[src/rtl/ofmap_bram_reader.sv]
// ofmap_bram_reader
// -----------------------------------------------------------------------------
// Readout engine for the GEMM output BRAM (MEM2). After GEMM signals finish,
// it reads all MEM2_DEPTH words in order through the BRAM's second port and
// streams them out on a valid/ready interface. A small FIFO absorbs both the
// one-cycle BRAM read latency and any downstream backpressure.
//
// Ports:
//   clk, rst_n   rising-edge clock, asynchronous active-low reset
//   start_i      begin a readout from IDLE (level or pulse)
//   mem2_ce1     BRAM port-1 chip enable (registered)
//   mem2_we1     BRAM port-1 write enable, tied to 0
//   mem2_addr1   BRAM port-1 read address (registered)
//   mem2_q1_i    BRAM port-1 read data, valid one cycle after ce
//   m_valid_o    output word valid (FIFO not empty)
//   m_ready_i    downstream ready
//   m_data_o     output word, passed through unmodified
//   m_last_o     flags the word read from address MEM2_DEPTH-1
//   busy_o       readout in progress
//   done_o       one-cycle pulse after the last word is accepted
// -----------------------------------------------------------------------------
module ofmap_bram_reader #(
   parameter int MEM2_DATA_WIDTH = 112,
   parameter int MEM2_DEPTH      = 896,
   parameter int MEM2_ADDR_WIDTH = 10,
   parameter int FIFO_DEPTH      = 4
) (
   input  logic                       clk,
   input  logic                       rst_n,
   input  logic                       start_i,
   output logic                       mem2_ce1,
   output logic                       mem2_we1,
   output logic [MEM2_ADDR_WIDTH-1:0] mem2_addr1,
   input  logic [MEM2_DATA_WIDTH-1:0] mem2_q1_i,
   output logic                       m_valid_o,
   input  logic                       m_ready_i,
   output logic [MEM2_DATA_WIDTH-1:0] m_data_o,
   output logic                       m_last_o,
   output logic                       busy_o,
   output logic                       done_o
);

   localparam int PTR_W = $clog2(FIFO_DEPTH);
   localparam logic [MEM2_ADDR_WIDTH-1:0] LAST_ADDR = MEM2_ADDR_WIDTH'(MEM2_DEPTH - 1);

   typedef enum logic [1:0] {
      IDLE,
      READ,
      DRAIN
   } state_e;

   state_e                     state_q, state_d;
   logic [MEM2_ADDR_WIDTH-1:0] addr_q, addr_d;
   logic [MEM2_ADDR_WIDTH-1:0] rdAddr_q, rdAddr_d;
   logic                       ce_q, ce_d;
   logic                       ceLast_q, ceLast_d;
   logic                       capt_q, captLast_q;
   logic                       done_q, done_d;

   logic [MEM2_DATA_WIDTH-1:0] fifoData_q [FIFO_DEPTH];
   logic                       fifoLast_q [FIFO_DEPTH];
   logic [PTR_W-1:0]           wrPtr_q, rdPtr_q;
   logic [PTR_W:0]             count_q;

   logic                       push, pop, headLast, issue;
   logic [MEM2_ADDR_WIDTH-1:0] issueAddr;
   logic [31:0]                occAfter;

   // capt_q marks the cycle in which BRAM data for an earlier ce is on the bus
   assign push     = capt_q;
   assign pop      = (count_q != '0) && m_ready_i;
   assign headLast = fifoLast_q[rdPtr_q];

   // Occupancy the FIFO will reach once every read already in flight lands,
   // counting a pop at this edge. A new read is only issued if it still fits.
   assign occAfter = 32'(count_q) + 32'(ce_q) + 32'(capt_q) - 32'(pop);

   // Next-state logic: read issue, address advance and completion detect
   always_comb begin
      state_d   = state_q;
      addr_d    = addr_q;
      rdAddr_d  = rdAddr_q;
      ce_d      = 1'b0;
      ceLast_d  = 1'b0;
      done_d    = 1'b0;
      issue     = 1'b0;
      issueAddr = addr_q;

      case (state_q)
         IDLE: begin
            if (start_i) begin
               issue     = 1'b1;
               issueAddr = '0;
            end
         end
         READ: begin
            if (occAfter < 32'(FIFO_DEPTH)) begin
               issue = 1'b1;
            end
         end
         DRAIN: begin
            if (pop && headLast) begin
               state_d = IDLE;
               done_d  = 1'b1;
            end
         end
         default: state_d = IDLE;
      endcase

      // The final address moves straight to DRAIN so the address never wraps
      if (issue) begin
         ce_d     = 1'b1;
         rdAddr_d = issueAddr;
         if (issueAddr == LAST_ADDR) begin
            ceLast_d = 1'b1;
            state_d  = DRAIN;
         end else begin
            addr_d  = issueAddr + MEM2_ADDR_WIDTH'(1);
            state_d = READ;
         end
      end
   end

   // Control registers and the two-stage read-latency pipeline
   always_ff @(posedge clk or negedge rst_n) begin
      if (!rst_n) begin
         state_q    <= IDLE;
         addr_q     <= '0;
         rdAddr_q   <= '0;
         ce_q       <= 1'b0;
         ceLast_q   <= 1'b0;
         capt_q     <= 1'b0;
         captLast_q <= 1'b0;
         done_q     <= 1'b0;
      end else begin
         state_q    <= state_d;
         addr_q     <= addr_d;
         rdAddr_q   <= rdAddr_d;
         ce_q       <= ce_d;
         ceLast_q   <= ceLast_d;
         capt_q     <= ce_q;
         captLast_q <= ceLast_q;
         done_q     <= done_d;
      end
   end

   // FIFO pointers and occupancy; emptied by reset
   always_ff @(posedge clk or negedge rst_n) begin
      if (!rst_n) begin
         wrPtr_q <= '0;
         rdPtr_q <= '0;
         count_q <= '0;
      end else begin
         if (push) begin
            wrPtr_q <= wrPtr_q + PTR_W'(1);
         end
         if (pop) begin
            rdPtr_q <= rdPtr_q + PTR_W'(1);
         end
         case ({push, pop})
            2'b10:   count_q <= count_q + (PTR_W + 1)'(1);
            2'b01:   count_q <= count_q - (PTR_W + 1)'(1);
            default: count_q <= count_q;
         endcase
      end
   end

   // FIFO storage needs no reset: entries are only visible behind count_q
   always_ff @(posedge clk) begin
      if (push) begin
         fifoData_q[wrPtr_q] <= mem2_q1_i;
         fifoLast_q[wrPtr_q] <= captLast_q;
      end
   end

   assign m_valid_o  = (count_q != '0);
   assign m_data_o   = m_valid_o ? fifoData_q[rdPtr_q] : '0;
   assign m_last_o   = m_valid_o && headLast;
   assign busy_o     = (state_q != IDLE);
   assign done_o     = done_q;
   assign mem2_ce1   = ce_q;
   assign mem2_we1   = 1'b0;
   assign mem2_addr1 = rdAddr_q;

endmodule

[config.mk]
export PLATFORM = sky130hd
export DESIGN_NAME = ofmap_bram_reader
export DESIGN_NICKNAME = d
export VERILOG_FILES = /design/src/rtl/ofmap_bram_reader.sv
export SDC_FILE = /design/constraint.sdc
export NUM_CORES = 1
export LEC_CHECK = 0
export BUFFER_PORTS_ARGS = -buffer_cell sky130_fd_sc_hd__buf_2
export CAP_MARGIN = 20
export CELL_PAD_IN_SITES_DETAIL_PLACEMENT = 1
export CELL_PAD_IN_SITES_GLOBAL_PLACEMENT = 1
export CORE_MARGIN = 3
export CORE_UTILIZATION = 45
export CTS_CLUSTER_DIAMETER = 100
export DETAILED_ROUTE_END_ITERATION = 10
export PLACE_DENSITY = 0.78
export SYNTH_ARGS = -nofsm -noshare
export SYNTH_HDL_FRONTEND = slang
export SYNTH_SLANG_ARGS = --single-unit
[constraint.sdc]
create_clock -name clk -period 6.8 [get_ports clk]
set_input_delay 0.34 -clock clk [delete_from_list [all_inputs] [get_ports clk]]
set_output_delay 0.34 -clock clk [all_outputs]
set_load 0.05 [all_outputs]
==> impl_metrics.ini <==
[power]
p_per_area_nw_per_um2 = 492
p_total_w = 0.0115
ir_drop_mv = 0.420
combPwrFrac = 0.410
intPower_w = 0.00688
p_sw_w = 0.00460
p_seq_frac = 0.351
leakage_nw = 8.29
p_clk_frac = 0.239
sw_frac_of_total = 0.401

[timing]
slew_headroom = 0.360
fin_ws_ns = 3.12
worst_slew_pin_slew_ns = 0.960
rsz0062_at_grt = no
skew_ns = 0.0195
timing.setup.tns_ns = 0
setup_violations = 0
drv_slew = 0
post-route-min-period_ns = 3.68
fmax_mhz = 271
final_hold_viol_count = 0
holdWs_ns = 0.220
fin_crit_sh = 0.542

[synth]
seq_area_frac_synth = 0.769
synth_edf_count = 452
synthMuxAreaShare = 0.145
syn_area_um2 = 18800
synth_top_family_by_area = multiplexers
avgSynthCellArea_um2 = 21.2
yosys.area.top_type = edfxtp_1
synth_top_area_frac = 0.723
synth.area.top_cells = edfxtp_1 (72%), mux4_2 (14%), dfrtp_1 (4.5%)
netlist_instances = 883
ys_seq_elements = 486
synthAdderAreaFrac = 0.00774
synth-compound-area-share = 0.00580
syn_nets = 1010
synthSimpleGateAreaFrac = 0.0566
async_flop_share = 0.0700
synth_xor_area_frac = 0.00327
synth-main-ff-cell = edfxtp_1
yosys_warnings = 0
ys_types = 42

[worst_hold_path]
holdCritPathClass = in -> reg

[finish]
fillers = 3665
seqCellArea_um2 = 14400
nNetsFinal = 1380
multi_input_comb_area_um2 = 4120
stdcell_area_um2 = 23300
syn_to_final_growth_pct = 24.4
layout-drive-gt1-share = 0.353

[global_routing]
grt.total_usage = 0.193
grt_overflow = 0
grt_pass1_vias = 11100
antenna_found_initial = 1
grt_pass1_wl_mm = 65.5
grt_max_degree = 80

[drt]
drt_iter0_markers = 532
ant_nets = 0
vias = 9642
viasPerCell = 5.28
dr.pass1.iters = 4
wl_per_cell_um = 23.0
drc = 0
drt_wl_total_mm = 42.1

[clock_network]
clockBufferDepth = 3
cts_tree = yes
clock_sinks = 486
clk_latency_ns = 0.58
cts-htree-levels = 2
post_cts.resized_instances = 0
root_buffer = clkbuf_16
numCtsBuffers = 49
clk_pin_slew_ns = 0.06

[floorplanning]
dieArea_um2 = 44200
core_area_um2 = 41000
io-pin-count = 244
die_h_um = 210
start_util = 0.457
die_w_um = 210
std_cell_rows = 74

[setup_path]
r2r_start = count_q[1]$_DFFE_PN0N_
crit_fanout = 41
cp-start-kind = flip-flop
critical_path_class = reg -> reg
reg2reg_depth = 12
rr_endpoint = addr_q[7]$_DFFE_PN0P_
crit_path_end = addr_q[7]$_DFFE_PN0P_
r2r_slack_ns = 3.12
cp-startpoint = count_q[1]$_DFFE_PN0N_
cp.arrival_ns = 4.17
cp-end-kind = flip-flop
worstPathRequired_ns = 7.28

[run_status]
status = finished clean

[placement]
place_congestion = 0.723
dp_slack_ns = 3.11
numPortBuffers = 242
post_dp_cell_area_um2 = 20600
dp_hpwl_mm = 23.4

[run]
cap_violations = 0
## critical path, stage by stage, from the launching register on
cell and delay (ns):
dfrtp_1 0.39, inv_1 0.20, nand3_4 0.43, and2_1 0.40
ha_1 0.35, inv_1 0.09, ha_1 0.27, a21o_1 0.17
a21oi_1 0.19, mux2i_2 0.09, buf_4 0.25, nor4_1 0.48
mux2i_1 0.28
## cells in the mapped netlist, types with 3 or more instances
| library cell | number |
|---|---|
| clkbuf_1 | 27 |
| mux4_2 | 113 |
| dfrtp_1 | 34 |
| mux2i_1 | 15 |
| and2_1 | 120 |
| nand3_1 | 7 |
| xnor2_1 | 4 |
| buf_2 | 15 |
| nand2b_1 | 3 |
| nand2_1 | 11 |
| ha_1 | 10 |
| a21oi_1 | 4 |
| or3_1 | 4 |
| nor2_1 | 15 |
| xor2_1 | 3 |
| edfxtp_1 | 452 |
| o21ai_0 | 4 |
| nor3_1 | 4 |
| inv_1 | 11 |
## final cells by class
| class | count | area share |
|---|---|---|
| timing repair buffer | 364 | 0.104 |
| clock buffer | 57 | 0.0557 |
| clock inverter | 35 | 0.0149 |
| tap | 532 | 0.0285 |
| sequential | 486 | 0.618 |
| inverter | 11 | 0.00177 |
| multi-input combinational | 341 | 0.177 |
| antenna | 1 | 0.000107 |
## layout by cell type, fill, tap and decap left out, types with 2 or more instances in the layout
cell           instances
mux4_2               113
xnor2_1                4
clkinvlp_4             2
o41ai_1                2
and2_1               116
a21oi_1                4
nand2b_1               3
buf_4                  8
nor3_1                 4
nor4_1                 2
clkinv_1               9
inv_1                 11
ha_1                  10
and2_4                 4
xor2_1                 3
dfrtp_1               32
buf_2                242
a211oi_1               2
clkbuf_16             51
nand3_1                6
bufinv_16              7
nor2_1                15
dlygate4sd3_1        113
o21ai_0                4
clkinv_2              15
clkbuf_1               6
dfrtp_4                2
edfxtp_1             452
or3_1                  4
mux2i_1               15
nand2_1               11
## registers in the layout, summed over array words and instances (netlist names)
name        cells
addr_q         10
rdPtr_q         2
fifoLast_q      4
fifoData_q    448
count_q         3
mem2_addr1     10
capt_q          1
ceLast_q        1
wrPtr_q         2
captLast_q      1
mem2_ce1        1
done_o          1
state_q         2
## cells by family after synthesis
logic type | count (synthesis)
XOR/XNOR | 7
adder cells (fa/ha/maj) | 11
buffers and inverters | 56
AO/OA/AOI/OAI | 16
other | 1
AND/OR/NAND/NOR | 176
flip-flops | 486
multiplexers | 130
## how the worst min path moves through the flow
stage | cells past startpoint | slack, ns | startpoint | to
after floorplan | 0 | 0.04 | rst_n | addr_q[0]$_DFFE_PN0P_
after global placement | 0 | 0.36 | ceLast_q$_DFF_PN0_ | captLast_q$_DFF_PN0_
after detailed placement | 0 | 0.37 | ceLast_q$_DFF_PN0_ | captLast_q$_DFF_PN0_
after CTS | 3 | 0.19 | m_ready_i | rdPtr_q[0]$_DFFE_PN0P_
after global routing | 3 | 0.21 | m_ready_i | rdPtr_q[0]$_DFFE_PN0P_
final | 3 | 0.22 | m_ready_i | rdPtr_q[0]$_DFFE_PN0P_
## repair_timing
| item | 4_1_cts | 5_1_grt |
|---|---|---|
| setup buffers | 0 | 0 |
| hold endpoints to repair | 482 | 0 |
| hold buffers | 113 | 0 |
| setup endpoints to repair | 0 | 0 |
## power groups by stage
stage               Sequential [W]  Clock [W]  Combinational (W)
finish                     0.00403    0.00274            0.00471
floorplan                  0.00398          0            0.00367
global route               0.00408    0.00295            0.00498
global placement           0.00407          0            0.00466
CTS                        0.00404    0.00281            0.00477
detailed placement         0.00410          0            0.00470
## metrics by stage
step | utilization | cells
finish | 0.569 | 1827
global route | 0.569 | 1827
CTS | 0.569 | 1826
detailed placement | 0.501 | 1621
global placement | 0.501 | 1621
floorplan | - | 883
## metal layers
layer | vias up | track usage | share of wire
met5 | - | 0 | 0
met4 | 0 | 0.0467 | 0.019
met3 | 60 | 0.0446 | 0.054
met2 | 262 | 0.338 | 0.52
met1 | 5048 | 0.247 | 0.41
li1 | 4272 | - | -
No activity file was read; power rests on OpenSTA's default activity.
